[src/rtl/slot_sched_if.sv]
// Slot scheduler bus: round control, MAC handshake and modulator drive.
// Master drives start/payload/grant; the scheduler is the slave.
interface slot_sched_if #(
  parameter int PKT_BITS  = 32,
  parameter int NUM_SLOTS = 16
);
  localparam int TW = $clog2(NUM_SLOTS + 1);

  logic                start;
  logic [PKT_BITS-1:0] payload;
  logic                mac_grant;
  logic                mac_enable;
  logic                mod_en;
  logic                mod_out;
  logic                busy;
  logic                done;
  logic [TW-1:0]       tx_count;

  modport master (
    output start, payload, mac_grant,
    input  mac_enable, mod_en, mod_out,
    input  busy, done, tx_count
  );

  modport slave (
    input  start, payload, mac_grant,
    output mac_enable, mod_en, mod_out,
    output busy, done, tx_count
  );
endinterface

[src/rtl/slot_sched.sv]
// Round/slot scheduler: samples MAC grant at each slot head and
// serializes the latched payload MSB first in granted slots.
module slot_sched #(
  parameter int SLOT_CYCLES = 1024,
  parameter int BIT_CYCLES  = 16,
  parameter int PKT_BITS    = 32,
  parameter int NUM_SLOTS   = 16
) (
  input logic        clk,
  input logic        rst,
  slot_sched_if.slave bus
);

  localparam int CW  = (SLOT_CYCLES > 1) ? $clog2(SLOT_CYCLES) : 1;
  localparam int SW  = (NUM_SLOTS > 1) ? $clog2(NUM_SLOTS) : 1;
  localparam int BCW = (BIT_CYCLES > 1) ? $clog2(BIT_CYCLES) : 1;
  localparam int BIW = (PKT_BITS > 1) ? $clog2(PKT_BITS) : 1;
  localparam int TW  = $clog2(NUM_SLOTS + 1);

  typedef enum logic [1:0] {
    S_IDLE,
    S_HEAD,
    S_TX,
    S_TAIL
  } state_t;

  state_t              r_state;
  state_t              w_nxt;
  logic [CW-1:0]       r_cyc;
  logic [SW-1:0]       r_slot;
  logic [BCW-1:0]      r_bc;
  logic [BIW-1:0]      r_bi;
  logic [PKT_BITS-1:0] r_pay;
  logic [TW-1:0]       r_txc;

  logic w_cyc_end;
  logic w_last;
  logic w_bit_end;

  assign w_cyc_end = (r_cyc == CW'(SLOT_CYCLES - 1));
  assign w_last    = (r_slot == SW'(NUM_SLOTS - 1));
  assign w_bit_end = (r_bc == BCW'(BIT_CYCLES - 1));

  always_comb begin
    w_nxt = r_state;
    unique case (r_state)
      S_IDLE: if (bus.start) w_nxt = S_HEAD;
      S_HEAD: w_nxt = bus.mac_grant ? S_TX : S_TAIL;
      S_TX: begin
        if (w_bit_end && r_bi == '0) w_nxt = S_TAIL;
      end
      S_TAIL: begin
        if (w_cyc_end) w_nxt = w_last ? S_IDLE : S_HEAD;
      end
      default: w_nxt = S_IDLE;
    endcase
  end

  always_ff @(posedge clk) begin
    if (rst) begin
      r_state <= S_IDLE;
      r_cyc   <= '0;
      r_slot  <= '0;
      r_bc    <= '0;
      r_bi    <= '0;
      r_pay   <= '0;
      r_txc   <= '0;
    end else begin
      r_state <= w_nxt;
      if (r_state == S_IDLE) begin
        if (bus.start) begin
          r_pay  <= bus.payload;
          r_txc  <= '0;
          r_cyc  <= '0;
          r_slot <= '0;
        end
      end else begin
        r_cyc <= w_cyc_end ? '0 : r_cyc + 1'b1;
      end
      // Grant only counts when sampled at the slot head
      if (r_state == S_HEAD && bus.mac_grant) begin
        if (r_txc != TW'(NUM_SLOTS)) r_txc <= r_txc + 1'b1;
        r_bi <= BIW'(PKT_BITS - 1);
        r_bc <= '0;
      end
      if (r_state == S_TX) begin
        if (w_bit_end) begin
          r_bc <= '0;
          if (r_bi != '0) r_bi <= r_bi - 1'b1;
        end else begin
          r_bc <= r_bc + 1'b1;
        end
      end
      if (r_state == S_TAIL && w_cyc_end && !w_last) begin
        r_slot <= r_slot + 1'b1;
      end
    end
  end

  assign bus.busy       = (r_state != S_IDLE);
  assign bus.mac_enable = (r_state != S_IDLE);
  assign bus.mod_en     = (r_state == S_TX);
  assign bus.mod_out    = (r_state == S_TX) ? r_pay[r_bi] : 1'b0;
  assign bus.done       = (r_state == S_TAIL) && w_cyc_end && w_last;
  assign bus.tx_count   = r_txc;

endmodule

[src/flat_wrapper.sv]
// flat-port wrapper written by rule: the top's interface ports become plain ports
module slot_sched_flat 
#(
  parameter int SLOT_CYCLES = 1024,
  parameter int BIT_CYCLES  = 16,
  parameter int PKT_BITS    = 32,
  parameter int NUM_SLOTS   = 16
)
  (clk, rst, bus_start, bus_payload, bus_mac_grant, bus_mac_enable, bus_mod_en, bus_mod_out, bus_busy, bus_done, bus_tx_count);
  slot_sched_if #(.PKT_BITS(PKT_BITS), .NUM_SLOTS(NUM_SLOTS)) bus_i ();
  input logic clk;
  input logic rst;
  input wire logic [$bits(bus_i.start)-1:0] bus_start;
  input wire logic [$bits(bus_i.payload)-1:0] bus_payload;
  input wire logic [$bits(bus_i.mac_grant)-1:0] bus_mac_grant;
  output wire logic [$bits(bus_i.mac_enable)-1:0] bus_mac_enable;
  output wire logic [$bits(bus_i.mod_en)-1:0] bus_mod_en;
  output wire logic [$bits(bus_i.mod_out)-1:0] bus_mod_out;
  output wire logic [$bits(bus_i.busy)-1:0] bus_busy;
  output wire logic [$bits(bus_i.done)-1:0] bus_done;
  output wire logic [$bits(bus_i.tx_count)-1:0] bus_tx_count;
  assign bus_i.start = bus_start;
  assign bus_i.payload = bus_payload;
  assign bus_i.mac_grant = bus_mac_grant;
  assign bus_mac_enable = bus_i.mac_enable;
  assign bus_mod_en = bus_i.mod_en;
  assign bus_mod_out = bus_i.mod_out;
  assign bus_busy = bus_i.busy;
  assign bus_done = bus_i.done;
  assign bus_tx_count = bus_i.tx_count;
  slot_sched #(.SLOT_CYCLES(SLOT_CYCLES), .BIT_CYCLES(BIT_CYCLES), .PKT_BITS(PKT_BITS), .NUM_SLOTS(NUM_SLOTS)) u_core (.clk(clk), .rst(rst), .bus(bus_i));
endmodule
[config.mk]
export PLATFORM = sky130hd
export DESIGN_NAME = slot_sched_flat
export DESIGN_NICKNAME = d
export VERILOG_FILES = /design/src/rtl/slot_sched_if.sv /design/src/rtl/slot_sched.sv /design/src/flat_wrapper.sv
export SDC_FILE = /design/constraint.sdc
export NUM_CORES = 1
export LEC_CHECK = 0
export ABC_CLOCK_PERIOD_IN_PS = 4350
export CORE_AREA = 2 2 73 75
export CTS_CLUSTER_SIZE = 14
export DETAILED_ROUTE_END_ITERATION = 8
export DIE_AREA = 0 0 75 77
export DONT_BUFFER_PORTS = 1
export GPL_TIMING_DRIVEN = 1
export PLACE_DENSITY = 0.79
export SETUP_SLACK_MARGIN = 0.1
export SLEW_MARGIN = 20
export SYNTH_ARGS = -nofsm -noshare
export SYNTH_HDL_FRONTEND = slang
export SYNTH_SLANG_ARGS = --single-unit
export TNS_END_PERCENT = 100
[constraint.sdc]
create_clock -name clk -period 4.35 [get_ports clk]
set_input_delay 1.305 -clock clk [delete_from_list [all_inputs] [get_ports clk]]
set_output_delay 1.305 -clock clk [all_outputs]
set_load 0.01 [all_outputs]
# Yosys cells after proc, flatten, opt, wreduce, memory -nomap -nowiden
# Cells that the tools add are included.
[word_totals]
inputBits = 36
register_bits = 62
output_inout_bits = 10
[classes]
mux = 26
eq_ne = 10
order_cmp = 1
n_addsub = 5
n_reduce_logical = 16
[op_table]
columns = ["operator", "count"]
rows = [
  ["5-bit 2-to-1 mux", 8],
  ["10-bit 2-to-1 mux", 3],
  ["4-bit 2-to-1 mux", 6],
  ["10-bit by 1-bit adder with 10-bit output (second input constant)", 1],
  ["10-bit equality test (second input constant)", 1],
  ["4-bit by 1-bit adder with 4-bit output (second input constant)", 2],
  ["4-bit equality test (second input constant)", 2],
  ["2-bit one-hot mux with 4 select lines", 1],
  ["2-bit nonzero test", 4],
  ["5-bit by 6-bit less-than comparator with 1-bit output (second input constant)", 1],
  ["2-bit 2-to-1 mux", 3],
  ["5-bit by 1-bit adder with 5-bit output (second input constant)", 1],
  ["1-bit binary-select mux with 5-bit select", 1],
  ["1-bit logical AND", 5],
  ["5-bit zero test", 1],
  ["5-bit != test (second input constant)", 1],
  ["5-bit nonzero test", 1],
  ["5-bit by 1-bit subtractor with 5-bit output (second input constant)", 1],
  ["2-bit equality test (second input constant)", 2],
  ["1-bit 2-to-1 mux", 4],
  ["2-bit by 1-bit != test with 1-bit output (second input constant)", 2],
  ["2-bit AND reduction", 2],
  ["3-bit AND reduction", 1],
  ["2-bit by 1-bit equality test with 1-bit output (second input constant)", 1],
  ["3 further kinds", 3],
]

# Logic depth before layout (Yosys ltp)
[logic_depth]
ltp_word = 6
mapped_depth = 8
mapped_depth_nobuf = 6

# Worst setup path before layout
# OpenSTA, ideal clock, no wires.
[synth_path]
path_type = "reg-to-output"
startpoint = "register u_core.r_state[0]"
endpoint = "output port bus_mod_out"
path_stages_with_launch = 8
slack_ps = 1443
arrival_time_ps = 1602
path_cell_list = "dfxtp_1 -> inv_1 -> ha_1 -> buf_2 -> inv_1 -> or3_1 -> o22a_1 -> nand3_1"
[synth_between]
elab_chain_len = 2
[synth_lines]
columns = ["element", "line_no", "text"]
rows = [
  ["start: declaration", "slot_sched.sv:27", "state_t r_state;"],
  ["start signal: assignment", "slot_sched.sv:69", "r_state <= w_nxt;"],
  ["2-bit equality test", "-", ""],
  ["named net bus_mod_en", "flat_wrapper.sv:17", "output wire logic [$bits(bus_i.mod_en)-1:0] bus_mod_en;"],
  ["1-bit 2-to-1 mux", "slot_sched.sv:103", "assign bus.mod_out = (r_state == S_TX) ? r_pay[r_bi] : 1'b0;"],
  ["end: declaration", "flat_wrapper.sv:18", "output wire logic [$bits(bus_i.mod_out)-1:0] bus_mod_out;"],
]
# The timed path passes the listed nets, and every way through them passes these cells.

# Final worst setup path
# Ends and elaborated chain as after synthesis.

==> flow_summary.json <==
{
  "status": "finished, final reports clean",
  "powerDensity_nw_per_um2": 553,
  "path_common_cell": "inv_1",
  "vias_per_cell": 5.99,
  "regToRegStartpoint": "u_core.r_state[0]",
  "finalCriticalPeriod_ns": 3.61,
  "drv_slew": 0,
  "syn_to_final_growth_pct": 6.75,
  "critPathLaunchType": "flip-flop",
  "synth_flop_cell": "dfxtp_1",
  "ant_nets": 0,
  "dieArea_um2": 5780,
  "async_flop_share": 0,
  "gp_congestion": 0.820,
  "cpPeakStageDelay_ns": 0.53,
  "reg2reg_slack_ns": 2.09,
  "synth_common_cells": "nand2_1, dfxtp_1, a21oi_1",
  "crit_cells": 6,
  "hold_violations": 0,
  "p_clk_frac": 0.303,
  "hold_path.class": "reg -> reg",
  "cp.required_ns": 3.04,
  "crit_path_end": "bus_mod_out",
  "fin_cells": 448,
  "final.period_utilization": 0.829,
  "yosysMostFrequentCell": "nand2_1",
  "dpl.hpwl_mm": 4.55,
  "crit_path_cell_trace": "inv_1, ha_1, inv_1, or3_1, o22a_1, nand3_1",
  "ff2ff_path_depth": 6,
  "drv_cap": 0,
  "drc": 0,
  "synth_seq_cells": 62,
  "arrival_ns": 2.30,
  "clock_skew_ns": 0.00822,
  "drt_first_pass_iters": 4,
  "io_pins": 46,
  "synth_cell_types": 49,
  "nets": 420,
  "final_area_um2": 3340,
  "cp_max_fo": 11,
  "cts_tree": "yes",
  "synthesis.nets": 431,
  "synth_top_area_share": 0.396,
  "hold_slack_ns": 0.455,
  "irDropWorstVdd_uv": 308,
  "post_cts_buffers": 0,
  "worst_slew_pin_slew_ns": 0.738,
  "drive_gt1_frac": 0.0820,
  "antenna_found_initial": 0,
  "synth_edf_count": 0,
  "hold_buffers": 0,
  "endpoint_kind": "output port",
  "p_comb_frac": 0.298,
  "numPortBuffers": 0,
  "first_iter_violations": 207,
  "grt_max_degree": 59,
  "place_area_um2": 3130,
  "crit_buf_inv": 2,
  "grt_first_pass_wirelength_mm": 11.3,
  "setup_viol": 0,
  "ys_warn_count": 0,
  "ctsResizeCount": 0,
  "grt_usage": 0.252,
  "setup_tns_ns": 0,
  "synthTopCellsByArea": "dfxtp_1, nand2_1, a21oi_1",
  "synth_top_area_cell": "dfxtp_1",
  "die_w_um": 75,
  "core_area_um2": 4980,
  "avgSynthCellArea_um2": 8.16,
  "critPathKind": "reg -> out",
  "start_util": 0.629,
  "root_buffer": "clkbuf_8",
  "crit_family": "simple AND/OR/NAND/NOR gates",
  "numCtsBuffers": 9,
  "dp.cells": 432,
  "power_switching_mw": 0.649,
  "crit_start": "u_core.r_state[0]",
  "power_mw": 1.85,
  "yosysSeqAreaShare": 0.396,
  "cp_slowest_cell": "ha_1",
  "rsz0062_at_grt": "false",
  "clock_latency_ns": 0.34,
  "cts.sinks": 62,
  "synth_area_um2": 3130,
  "slew_headroom": 0.507,
  "vias": 2683,
  "p_int_mw": 1.20,
  "r2r_end": "u_core.r_cyc[4]",
  "grt_overflow_total": 0,
  "grt_pass1_vias": 2467,
  "path_clk_slew_ns": 0.07,
  "cts.htree.levels": 3,
  "die_h_um": 77,
  "p_seq_frac": 0.400,
  "power.leakage_nw": 1.21,
  "routed_wl_mm": 6.74,
  "diodes": 0,
  "num_rows": 26,
  "wl_per_cell_um": 15.1,
  "syn_inst": 384,
  "max_freq_mhz": 277,
  "switching_share": 0.351,
  "clockBufferDepth": 2
}
cells in the final DEF (no fill, tap or decap), types with 3 or more instances in the layout:
cell type,count
nand2_1,86
dfxtp_1,62
a21oi_1,49
nor2_1,25
nand3_1,21
mux2i_1,12
inv_1,11
o21ai_0,11
ha_1,11
clkbuf_8,10
or3_1,7
nand4_1,6
a311oi_1,4
mux4_2,4
and2_1,4
nor2b_1,4
and4_1,3
a211oi_1,3
o2111ai_1,3
flip-flops by register name (all words and copies together) (netlist names):
| register | flops |
|---|---|
| u_core.r_pay | 32 |
| u_core.r_cyc | 10 |
| u_core.bus.tx_count | 5 |
| u_core.r_bi | 5 |
| u_core.r_bc | 4 |
| u_core.r_slot | 4 |
| u_core.r_state | 2 |
worst register-to-register path, cell delays in order, from the launching register on:
cell      delay (ns)
dfxtp_1         0.34
inv_1           0.11
ha_1            0.46
inv_1           0.32
nor2_2          0.51
inv_1           0.12
a311oi_1        0.31
worst min path at each step:
stage,startpoint,endpoint,slack (ns),cells past startpoint
4_1_cts,u_core.r_pay[19],u_core.r_pay[19],0.45,2
3_5_place_dp,u_core.r_pay[19],u_core.r_pay[19],0.44,2
2_1_floorplan,u_core.r_pay[19],u_core.r_pay[19],0.43,2
6_report,u_core.r_pay[19],u_core.r_pay[19],0.46,2
3_3_place_gp,u_core.r_pay[7],u_core.r_pay[7],0.44,2
5_1_grt,u_core.r_pay[26],u_core.r_pay[26],0.48,2
metal layers:
metal	track usage	routed length (um)	vias up
li1	-	-	1337
met1	0.336	3100	1272
met2	0.395	3240	62
met3	0.0499	301	12
met4	0.0982	102	0
met5	0	0	-
per-stage QoR:
| step | util | setup slack, ns |
|---|---|---|
| after global routing | 0.672 | 0.599 |
| final | 0.672 | 0.745 |
| after detailed placement | 0.628 | 1.09 |
| after global placement | 0.628 | 1.18 |
| after CTS | 0.671 | 0.733 |
| after floorplan | - | 1.44 |
cell families (layout without fill, tap and decap cells):
family / count (synthesis) / in the layout / synth area share
xor+xnor: 1 / 1 / 0.00280
fa+ha+maj: 11 / 11 / 0.0439
buf+inv: 34 / 28 / 0.0455
compound gates: 88 / 88 / 0.181
simple gates: 170 / 170 / 0.257
flops: 62 / 62 / 0.396
mux: 18 / 18 / 0.0743
cell type report:
type                            count  area (um^2)
Multi-Input combinational cell    288         1750
Fill cell                         431         1630
Sequential cell                    62         1240
Clock buffer                       12          145
Tap cell                           70         87.6
Clock inverter                      4         70.1
Inverter                           11         41.3
Timing Repair Buffer                1         7.51
power groups by stage:
stage / clock network, mW / registers [mW] / logic [mW]
2_1_floorplan: 0 / 0.705 / 0.496
3_3_place_gp: 0 / 0.746 / 0.527
3_5_place_dp: 0 / 0.749 / 0.548
4_1_cts: 0.565 / 0.738 / 0.551
5_1_grt: 0.588 / 0.753 / 0.620
6_report: 0.560 / 0.739 / 0.550
(Power assumes the default switching activity.)
